### src/rtl/hdlc_tx_channel_if.sv
// hdlc_tx_channel_if
// Groups the byte-feed handshake and serial-side status of one HDLC transmit
// channel. The client side uses the master modport; the channel uses slave.
//   Tx_Start        client -> channel  one-cycle frame start request
//   Tx_AbortFrame   client -> channel  abort request
//   Tx_Data[7:0]    client -> channel  next payload byte, sent LSB first
//   Tx_DataValid    client -> channel  Tx_Data holds a byte
//   Tx_Last         client -> channel  Tx_Data is the final byte of the frame
//   Tx              channel -> client  registered serial line
//   Tx_RdBuff       channel -> client  one-cycle byte-accept strobe
//   Tx_Done         channel -> client  one-cycle pulse on normal completion
//   Tx_AbortedTrans channel -> client  one-cycle pulse when an abort starts
//   Tx_Busy         channel -> client  high whenever not idle
//   Tx_ByteCount    channel -> client  bytes accepted this frame, saturating
interface hdlc_tx_channel_if;
  logic       Tx_Start;
  logic       Tx_AbortFrame;
  logic [7:0] Tx_Data;
  logic       Tx_DataValid;
  logic       Tx_Last;
  logic       Tx;
  logic       Tx_RdBuff;
  logic       Tx_Done;
  logic       Tx_AbortedTrans;
  logic       Tx_Busy;
  logic [7:0] Tx_ByteCount;

  modport master (
    output Tx_Start, Tx_AbortFrame, Tx_Data, Tx_DataValid, Tx_Last,
    input  Tx, Tx_RdBuff, Tx_Done, Tx_AbortedTrans, Tx_Busy, Tx_ByteCount
  );

  modport slave (
    input  Tx_Start, Tx_AbortFrame, Tx_Data, Tx_DataValid, Tx_Last,
    output Tx, Tx_RdBuff, Tx_Done, Tx_AbortedTrans, Tx_Busy, Tx_ByteCount
  );
endinterface

### src/rtl/hdlc_tx_channel.sv
// hdlc_tx_channel
// HDLC transmit channel: opening flag, bit-stuffed payload (LSB first),
// closing flag; abort sequence on request or on buffer underrun.
//   Clk    rising-edge clock, one Tx bit per cycle
//   Rst    asynchronous active-low reset
//   tx_if  slave side of hdlc_tx_channel_if (handshake, serial line, status)
// r_tx always holds the bit currently on the line; each edge loads the next.
module hdlc_tx_channel #(
  parameter int STUFF_RUN = 5
) (
  input  logic             Clk,
  input  logic             Rst,
  hdlc_tx_channel_if.slave tx_if
);

  localparam int               ONES_W    = $clog2(STUFF_RUN + 1);
  localparam logic [ONES_W-1:0] STUFF_MAX = ONES_W'(STUFF_RUN);
  localparam logic [7:0]        FLAG      = 8'h7E;  // 0,1,1,1,1,1,1,0 LSB first

  typedef enum logic [2:0] {
    S_IDLE       = 3'd0,
    S_START_FLAG = 3'd1,
    S_DATA       = 3'd2,
    S_END_FLAG   = 3'd3,
    S_ABORT      = 3'd4
  } state_t;

  state_t            r_state,      w_state_next;
  logic [2:0]        r_bit_idx,    w_bit_idx_next;
  logic [ONES_W-1:0] r_ones,       w_ones_next;
  logic [7:0]        r_byte,       w_byte_next;
  logic              r_last,       w_last_next;
  logic              r_tx,         w_tx_next;
  logic              r_rd_buff,    w_rd_buff_next;
  logic              r_done,       w_done_next;
  logic              r_aborted,    w_aborted_next;
  logic              r_busy,       w_busy_next;
  logic [7:0]        r_byte_count, w_byte_count_next;
  logic [2:0]        w_idx_inc;
  logic              w_go_abort;
  logic              w_byte_due;

  function automatic logic [7:0] sat_inc8(input logic [7:0] v);
    return (v == 8'd255) ? 8'd255 : v + 8'd1;
  endfunction

  // Run length of data 1s after driving bit b.
  function automatic logic [ONES_W-1:0] ones_after(input logic b, input logic [ONES_W-1:0] n);
    return b ? n + ONES_W'(1) : {ONES_W{1'b0}};
  endfunction

  assign w_idx_inc = r_bit_idx + 3'd1;

  // Next-state and next-output decode.
  always_comb begin
    w_state_next      = r_state;
    w_bit_idx_next    = r_bit_idx;
    w_ones_next       = r_ones;
    w_byte_next       = r_byte;
    w_last_next       = r_last;
    w_tx_next         = r_tx;
    w_rd_buff_next    = 1'b0;
    w_done_next       = 1'b0;
    w_aborted_next    = 1'b0;
    w_byte_count_next = r_byte_count;
    w_go_abort        = 1'b0;
    w_byte_due        = 1'b0;

    case (r_state)
      S_IDLE: begin
        w_tx_next = 1'b1;
        // Abort beats start when both arrive together.
        if (tx_if.Tx_Start && !tx_if.Tx_AbortFrame) begin
          w_state_next      = S_START_FLAG;
          w_bit_idx_next    = 3'd0;
          w_tx_next         = FLAG[0];
          w_byte_count_next = 8'd0;
        end else begin
          w_state_next = S_IDLE;
        end
      end
      S_START_FLAG: begin
        if (tx_if.Tx_AbortFrame) begin
          w_go_abort = 1'b1;
        end else if (r_bit_idx != 3'd7) begin
          w_bit_idx_next = w_idx_inc;
          w_tx_next      = FLAG[w_idx_inc];
        end else begin
          w_byte_due = 1'b1;
        end
      end
      S_DATA: begin
        if (tx_if.Tx_AbortFrame) begin
          w_go_abort = 1'b1;
        end else if (r_ones == STUFF_MAX) begin
          // Stuffed 0: bit index holds, so it may also trail bit 7.
          w_tx_next   = 1'b0;
          w_ones_next = {ONES_W{1'b0}};
        end else if (r_bit_idx != 3'd7) begin
          w_bit_idx_next = w_idx_inc;
          w_tx_next      = r_byte[w_idx_inc];
          w_ones_next    = ones_after(r_byte[w_idx_inc], r_ones);
        end else if (r_last) begin
          w_state_next   = S_END_FLAG;
          w_bit_idx_next = 3'd0;
          w_tx_next      = FLAG[0];
          w_ones_next    = {ONES_W{1'b0}};
        end else begin
          w_byte_due = 1'b1;
        end
      end
      S_END_FLAG: begin
        if (tx_if.Tx_AbortFrame) begin
          w_go_abort = 1'b1;
        end else if (r_bit_idx != 3'd7) begin
          w_bit_idx_next = w_idx_inc;
          w_tx_next      = FLAG[w_idx_inc];
        end else begin
          w_state_next   = S_IDLE;
          w_bit_idx_next = 3'd0;
          w_tx_next      = 1'b1;
          w_done_next    = 1'b1;
        end
      end
      S_ABORT: begin
        // Abort requests are ignored while the abort pattern plays out.
        if (r_bit_idx != 3'd7) begin
          w_bit_idx_next = w_idx_inc;
          w_tx_next      = 1'b1;
        end else begin
          w_state_next   = S_IDLE;
          w_bit_idx_next = 3'd0;
          w_tx_next      = 1'b1;
        end
      end
      default: begin
        w_state_next   = S_IDLE;
        w_bit_idx_next = 3'd0;
        w_tx_next      = 1'b1;
      end
    endcase

    // An accept falling due with no byte available is an underrun abort.
    if (w_go_abort || (w_byte_due && !tx_if.Tx_DataValid)) begin
      w_state_next   = S_ABORT;
      w_bit_idx_next = 3'd0;
      w_tx_next      = 1'b0;
      w_ones_next    = {ONES_W{1'b0}};
      w_aborted_next = 1'b1;
    end else if (w_byte_due) begin
      w_state_next      = S_DATA;
      w_bit_idx_next    = 3'd0;
      w_byte_next       = tx_if.Tx_Data;
      w_last_next       = tx_if.Tx_Last;
      w_tx_next         = tx_if.Tx_Data[0];
      w_ones_next       = ones_after(tx_if.Tx_Data[0], r_state == S_DATA ? r_ones : {ONES_W{1'b0}});
      w_rd_buff_next    = 1'b1;
      w_byte_count_next = sat_inc8(r_byte_count);
    end else begin
      w_rd_buff_next = 1'b0;
    end

    w_busy_next = (w_state_next != S_IDLE);
  end

  // State and registered outputs.
  always_ff @(posedge Clk or negedge Rst) begin
    if (!Rst) begin
      r_state      <= S_IDLE;
      r_bit_idx    <= 3'd0;
      r_ones       <= {ONES_W{1'b0}};
      r_byte       <= 8'd0;
      r_last       <= 1'b0;
      r_tx         <= 1'b1;
      r_rd_buff    <= 1'b0;
      r_done       <= 1'b0;
      r_aborted    <= 1'b0;
      r_busy       <= 1'b0;
      r_byte_count <= 8'd0;
    end else begin
      r_state      <= w_state_next;
      r_bit_idx    <= w_bit_idx_next;
      r_ones       <= w_ones_next;
      r_byte       <= w_byte_next;
      r_last       <= w_last_next;
      r_tx         <= w_tx_next;
      r_rd_buff    <= w_rd_buff_next;
      r_done       <= w_done_next;
      r_aborted    <= w_aborted_next;
      r_busy       <= w_busy_next;
      r_byte_count <= w_byte_count_next;
    end
  end

  assign tx_if.Tx              = r_tx;
  assign tx_if.Tx_RdBuff       = r_rd_buff;
  assign tx_if.Tx_Done         = r_done;
  assign tx_if.Tx_AbortedTrans = r_aborted;
  assign tx_if.Tx_Busy         = r_busy;
  assign tx_if.Tx_ByteCount    = r_byte_count;

endmodule

### src/flat_wrapper.sv
// flat-port wrapper written by rule: the top's interface ports become plain ports
module hdlc_tx_channel_flat 
#(
  parameter int STUFF_RUN = 5
)
  (Clk, Rst, tx_if_Tx_Start, tx_if_Tx_AbortFrame, tx_if_Tx_Data, tx_if_Tx_DataValid, tx_if_Tx_Last, tx_if_Tx, tx_if_Tx_RdBuff, tx_if_Tx_Done, tx_if_Tx_AbortedTrans, tx_if_Tx_Busy, tx_if_Tx_ByteCount);
  hdlc_tx_channel_if tx_if_i ();
  input  logic Clk;
  input  logic Rst;
  input wire logic [$bits(tx_if_i.Tx_Start)-1:0] tx_if_Tx_Start;
  input wire logic [$bits(tx_if_i.Tx_AbortFrame)-1:0] tx_if_Tx_AbortFrame;
  input wire logic [$bits(tx_if_i.Tx_Data)-1:0] tx_if_Tx_Data;
  input wire logic [$bits(tx_if_i.Tx_DataValid)-1:0] tx_if_Tx_DataValid;
  input wire logic [$bits(tx_if_i.Tx_Last)-1:0] tx_if_Tx_Last;
  output wire logic [$bits(tx_if_i.Tx)-1:0] tx_if_Tx;
  output wire logic [$bits(tx_if_i.Tx_RdBuff)-1:0] tx_if_Tx_RdBuff;
  output wire logic [$bits(tx_if_i.Tx_Done)-1:0] tx_if_Tx_Done;
  output wire logic [$bits(tx_if_i.Tx_AbortedTrans)-1:0] tx_if_Tx_AbortedTrans;
  output wire logic [$bits(tx_if_i.Tx_Busy)-1:0] tx_if_Tx_Busy;
  output wire logic [$bits(tx_if_i.Tx_ByteCount)-1:0] tx_if_Tx_ByteCount;
  assign tx_if_i.Tx_Start = tx_if_Tx_Start;
  assign tx_if_i.Tx_AbortFrame = tx_if_Tx_AbortFrame;
  assign tx_if_i.Tx_Data = tx_if_Tx_Data;
  assign tx_if_i.Tx_DataValid = tx_if_Tx_DataValid;
  assign tx_if_i.Tx_Last = tx_if_Tx_Last;
  assign tx_if_Tx = tx_if_i.Tx;
  assign tx_if_Tx_RdBuff = tx_if_i.Tx_RdBuff;
  assign tx_if_Tx_Done = tx_if_i.Tx_Done;
  assign tx_if_Tx_AbortedTrans = tx_if_i.Tx_AbortedTrans;
  assign tx_if_Tx_Busy = tx_if_i.Tx_Busy;
  assign tx_if_Tx_ByteCount = tx_if_i.Tx_ByteCount;
  hdlc_tx_channel #(.STUFF_RUN(STUFF_RUN)) u_core (.Clk(Clk), .Rst(Rst), .tx_if(tx_if_i));
endmodule
### config.mk
export PLATFORM = sky130hd
export DESIGN_NAME = hdlc_tx_channel_flat
export DESIGN_NICKNAME = d
export VERILOG_FILES = /design/src/rtl/hdlc_tx_channel_if.sv /design/src/rtl/hdlc_tx_channel.sv /design/src/flat_wrapper.sv
export SDC_FILE = /design/constraint.sdc
export NUM_CORES = 1
export LEC_CHECK = 0
export ABC_AREA = 1
export CAP_MARGIN = 20
export CELL_PAD_IN_SITES_DETAIL_PLACEMENT = 0
export CELL_PAD_IN_SITES_GLOBAL_PLACEMENT = 1
export CORE_ASPECT_RATIO = 0.75
export CORE_MARGIN = 2
export CORE_UTILIZATION = 40
export DETAILED_ROUTE_END_ITERATION = 10
export PLACE_DENSITY = 0.89
export SLEW_MARGIN = 20
export SYNTH_ARGS = -nofsm -noshare
export SYNTH_HDL_FRONTEND = slang
export SYNTH_SLANG_ARGS = --single-unit
### constraint.sdc
create_clock -name Clk -period 2.1 [get_ports Clk]
set_input_delay 0.315 -clock Clk [delete_from_list [all_inputs] [get_ports Clk]]
set_output_delay 0.315 -clock Clk [all_outputs]
set_load 0.005 [all_outputs]
==> summary.txt <==
Clocking
  • Post-cts sizing count: 0
  • Setup Fix Bufs, Post-CTS: 0
  • Root Driver: clkbuf_8
  • Skew-Pair Late Insertion Delay: roughly 0.30 ns
  • CTS Buf Count: 5
  • Post-CTS Hold Buffers: 0
  • CTS Sinks: 31
  • Clock Tree Buf Depth: 2
  • CTS tree: built
  • H-tree depth: 2
  • Clock-pin transition on the worst setup and hold timing paths: ~0.070 ns

Placed design
  • Dpl ws: 0.0821 ns
  • I/O Buffers: 26
  • HPWL after detailed placement: 3.20 mm
  • Placed cell count: 332
  • Routability Congestion: approximately 0.88

Timing
  • Worst slew margin: 0.624
  • # setup viols final: 0
  • Final Hold Fails: 0
  • Worst Tran Pin Value: roughly 0.56 ns
  • WHS: a little over 0.4 ns
  • Final Skew: 0.0100 ns
  • Setup TNS: 0 ns
  • Fmax: 541 MHz
  • Min cycle time layout: between 1.5 and 2 ns
  • Final-report max-slew violation count: 0
  • Final worst slack: approximately 0.25 ns
  • RSZ-0062 raised after global routing: false
  • Fin crit share: 0.881

Routing
  • DR WL/cell: ~12 µm
  • Initial DRC count: 111
  • DR pass1 iterations: 4
  • Via density: between 5 and 6
  • Antenna-violating nets left: 0
  • DRC viols: 0
  • Via Count: 1705
  • WL final: approximately 4.2 mm

Min path
  • Min-Delay Path Class: in2async

Die
  • Core Region: 4520 µm²
  • Die height: around 64 µm
  • Initial Utilization: 0.422
  • Die width: around 84 µm
  • Total die area: about 5300 µm²
  • Cell row count: 21
  • # IOs: 27

Power and ir drop
  • LEAKAGE: between 1 and 1.5 nW
  • VDD IR max: 0.402 mV
  • Cell Pwr Density: 894 nW/µm²
  • Overall Power: around 2.1 mW

Worst setup path
  • CP Launch Type: flop
  • Critical-path cell list: ha_1, ha_1, inv_1, nor2_1, nand2_2, nand2_4, nand2_4, inv_6, nor2_4, a21oi_1, inv_1
  • Critical Path RT: between 2 and 2.5 ns
  • WP data arrival: about 2 ns
  • Worst Path Buf+Inv: 3
  • Crit. path cell count: 11
  • Crit path max-delay cell type: dfrtp_1
  • Crit Path Class: reg2reg
  • Worst setup EP type: flop
  • Critical Path Fanout Max: 17
  • Top delay family on crit path: simple AND/OR/NAND/NOR gates
  • Reg2reg path depth: 11
  • CP max stage delay: approximately 0.39 ns

Synth
  • Mapped Cells: 247
  • Post-synthesis mux area share: 0.00524
  • Share of the synthesized area in the top cell type: 0.393
  • Area contributors post-synth: dfrtp_1 (39%), nand2_1 (16%), nand3_1 (5.5%)
  • Simple-gate share of the synthesized area: 0.391
  • Cell Area, Synth: around 1900 µm²
  • Largest family of logic cells by synthesized area: simple AND/OR/NAND/NOR gates
  • Synth Warn #: 0
  • Seq/Total Area, Yosys: 0.407
  • Syn_nets: 269
  • Yosys reg bits: 31
  • Adder-cell area share of the yosys netlist: 0.0524
  • Unique masters post-synth: 29
  • Avg Cell Area, Syn: 7.73 µm²
  • Post-synthesis compound-gate area fraction: 0.0511
  • Synth area leader: dfrtp_1
  • Synth Area in XOR/XNOR: 0.0138

Global route
  • Largest net degree at the start of global routing: 32
  • Grt ovf: 0
  • Tot GR Track Use: 0.171
  • Vias in the first global route: between 1500 and 2000
  • First-pass GRT wire length: 7.14 mm
  • Initial antenna violation count: 0

Run status
  • Status: complete, no violations

Final layout
  • Antenna Cells: 0
  • Post-Layout Cell Count: 340
  • Layout cells sized above 1: 0.117
  • Most frequent cells in the layout: nand2_1 (79), dfrtp_1 (30), inv_1 (27), clkdlybuf4s50_1 (26), nand3_1 (21)
  • Filler cell count: about 440
  • Most common cell after layout, fill and taps aside: nand2_1
  • Area Growth Syn to Fin: 22.3%
  • # nets final: 304

Run
  • Max-cap violations: 0
-- cell usage after synthesis --
master	count
nand2_1	79
dfrtp_1	30
inv_1	27
nand3_1	21
nor2_1	17
o21ai_0	14
nand4_1	9
ha_1	8
nor3_1	7
a21oi_1	4
inv_2	4
nand2_2	3
nand2_4	3
nand3_2	3
xor2_1	3
nor2_4	2
buf_12	1
buf_4	1
dfstp_2	1
inv_6	1
mux2i_1	1
nand3_4	1
nand3b_1	1
nor2_2	1
nor2_8	1
nor3_2	1
nor3_4	1
nor4_1	1
o211ai_1	1
-- routing by layer --
layer	track usage	wire length (µm)
met5	0	0
met4	0.0786	82
met3	0.0439	231
met2	0.250	1730
met1	0.239	2130
-- final cells by class --
type                            count  area (µm²)  share of cell area
Multi-Input combinational cell    182         980               0.420
Sequential cell                    31         777               0.333
Timing Repair Buffer               30         290               0.124
Inverter                           32         125              0.0536
Clock buffer                        7        86.3              0.0370
Tap cell                           57        71.3              0.0305
Clock inverter                      1        5.00             0.00214
-- sequential cells by signal, summed over array words and instances (netlist names) --
name	flops
u_core.r_bit_idx	3
u_core.r_byte	8
u_core.r_last	1
u_core.r_ones	3
u_core.r_state	3
u_core.tx_if.Tx	1
u_core.tx_if.Tx_AbortedTrans	1
u_core.tx_if.Tx_Busy	1
u_core.tx_if.Tx_ByteCount	8
u_core.tx_if.Tx_Done	1
u_core.tx_if.Tx_RdBuff	1
-- power by group --
part,internal (mW),total (mW),switching [mW]
clock,0.264,0.494,0.230
sequential,0.696,0.777,0.0812
combinational,0.304,0.816,0.512
-- cell families (layout without fill, tap and decap cells) --
| family | count (synthesis) | in the layout |
|---|---|---|
| adder cells (fa/ha/maj) | 8 | 8 |
| buffers and inverters | 34 | 70 |
| XOR/XNOR | 3 | 3 |
| flip-flops | 31 | 31 |
| AO/OA/AOI/OAI | 19 | 19 |
| multiplexers | 1 | 1 |
| AND/OR/NAND/NOR | 151 | 151 |
-- through the flow --
stage | area [µm²] | util
after global placement | 2240 | 0.496
after global routing | 2330 | 0.517
final | 2330 | 0.517
after CTS | 2330 | 0.517
after floorplan | 1910 | -
after detailed placement | 2240 | 0.496
-- final timing paths --
check,to,slack (ns),from
max,u_core.tx_if.Tx_ByteCount[0],0.25,u_core.r_bit_idx[1]
min,u_core.tx_if.Tx_ByteCount[2],0.41,Rst
max reg2reg,u_core.tx_if.Tx_ByteCount[0],0.25,u_core.r_bit_idx[1]
min reg2reg,u_core.r_byte[3],0.48,u_core.r_byte[3]
max in group asynchronous,u_core.tx_if.Tx,1.35,Rst
min in group Clk,u_core.r_byte[3],0.48,u_core.r_byte[3]
No activity file was read; power rests on OpenSTA's default activity.
==> RTL change (same settings) <==
Make the reset (`Rst`) synchronous in one clocked block. Comments in the files are not updated.
--- a/src/rtl/hdlc_tx_channel.sv
+++ b/src/rtl/hdlc_tx_channel.sv
@@ -166,3 +166,3 @@
   // State and registered outputs.
-  always_ff @(posedge Clk or negedge Rst) begin
+  always_ff @(posedge Clk) begin
     if (!Rst) begin
Behaviour: differs if Rst is asserted again (counterexample within 4 cycles, from zero or initial values and one cycle with Rst low); with Rst held inactive, the same outputs for 10 cycles.
==> RTL change against the unedited design <==
Synthesized area decreased by 13%. Cell area fell by 8.2%. Critical path type unchanged. Wire length down 6.4%. Sequential cell count unchanged. Worst setup slack better by 0.021 ns. Sequential share of layout area down 4.3 points. Hold slack better by 0.044 ns.
Power is not compared: it rests on default switching activity, and its combinational part moved more than twofold at a synthesized area within 25%.
==> RTL change: results (changes against the unedited design) <==
stage	metric	value	unit	change
worst_setup_path	Crit path arrival time	2.06	ns	was 2.04 ns
route	DRT Pass-1 Iters	5		was 4
synth	Top FF cell, synth	dfxtp_1		was dfrtp_1
cts	H-tree depth	2		unchanged
finish	multi-input combinational cell count	190		was 182
global_routing	vias in the first global route	1487		was 1579
finish	Nets	305		was 304
timing	Setup Skew	0.0105	ns	was 0.0100 ns
synth	register area share after synthesis	37.3	%	was 40.7%
cts	cts bufs inserted	5		unchanged
worst_setup_path	CP startpoint	u_core.r_bit_idx[1]		unchanged
finish	clock buffers	6		was 7
finish	Clock-cell share	5.49	%	was 3.91%
worst_setup_path	crit-path max FO	13		was 17
finish	area of the multi-input gates	933	um2	was 980 um2
synth	Post-synth top cells	nand2_1, dfxtp_1, nor2_1		was nand2_1, dfrtp_1, inv_1
finish	count of plain and timing-repair buffers	33		was 30
placement	pre-CTS worst setup slack	0.0415	ns	was 0.0821 ns
worst_setup_path	crit path buf inv count	1		was 3
die	area of the core	4030	um2	was 4520 um2
finish	inverters	24		was 32
finish	NonClk Buf Share	14.6	%	was 12.4%
synth	Ys Warns	0		unchanged
route	DR WL met3	186	um	was 231 um
run_status	outcome	finished, final reports clean		unchanged
route	drt wl/cell	11.5	um	was 12.3 um
pwr	worst vdd ir	301	uV	
finish	final cell count without fillers	341		was 340
global_routing	gr usage total	18.8	%	was 17.1%
worst_setup_path	max incr delay on CP	0.36	ns	was 0.39 ns
finish	ratio of cells with drive above 1 in the final layout	9.44	%	was 11.7%
hold_path	Worst Hold Class	flip-flop to flip-flop		was primary input to asynchronous set/reset pin
route	detailed-route via count	1625		was 1705
global_routing	largest net degree at the start of global routing	14		was 32
finish	Seq cells	31		unchanged
timing	worst slew pin tran	0.498	ns	was 0.560 ns
worst_setup_path	Slowest-stage cell, CP	dfxtp_1		was dfrtp_1
finish	Fill cells	418		was 436
placement	routability cong.	0.853		was 0.882
synth	top post-synthesis cells by area	dfxtp_1, nand2_1, nand3_1, nor2_1, inv_1		was dfrtp_1, nand2_1, nand3_1, inv_1, ha_1
route	1st-iter DRT viols	137		was 111
finish	design area	2140	um2	was 2330 um2
synth	Mapped Avg Cell Area	6.71	um2	was 7.73 um2
route	Post-Route M1 WL	2040	um	was 2130 um
placement	Post-DP HPWL	2930	um	was 3200 um
placement	Post-Place Cells	331		was 332
placement	DP Area	2000	um2	was 2240 um2
finish	sequential cell area share	29.0	%	was 33.3%
pwr	register share of total power	45.2	%	
synth	net count after synthesis	268		was 269
route	met2 wire length	1610	um	was 1730 um
placement	Port Buffers	26		unchanged
synth	Post-synth ARST share	0	%	was 100%
global_routing	first-pass GRT wire length	6800	um	was 7140 um
-- RTL change: changes by cell type after synthesis, moves of 4 or more --
cell	change
dfxtp_1	+31
dfrtp_1	-30
nor2_1	+13
nand2_1	+10
o21ai_0	-10
inv_1	-6
nor3_1	-5
a21oi_1	+4
nand3_1	+4
-- RTL change: cells by family after synthesis --
logic type                 share of synthesized area, %
and+or+nand+nor                                    41.6
DFF                                                37.3
buffers and inverters                              7.00
AOI/OAI and AO/OA                                  7.45
adders and majority gates                          4.51
xor gates and xnor gates                           2.11
-- RTL change: metal layers --
layer	track usage, %	vias to the layer above
li1	-	873
met1	26.6	711
met2	28.1	34
met3	4.23	7
met4	7.52	0
met5	0	-
-- RTL change: path summary, 6_finish.rpt --
kind	end	slack, ns	depth (start not counted)
worst max-delay path	u_core.tx_if.Tx_ByteCount[0]	0.27	10
worst min-delay path	u_core.r_byte[3]	0.46	2
worst max register to register	u_core.tx_if.Tx_ByteCount[0]	0.27	10
worst min register to register	u_core.r_byte[3]	0.46	2
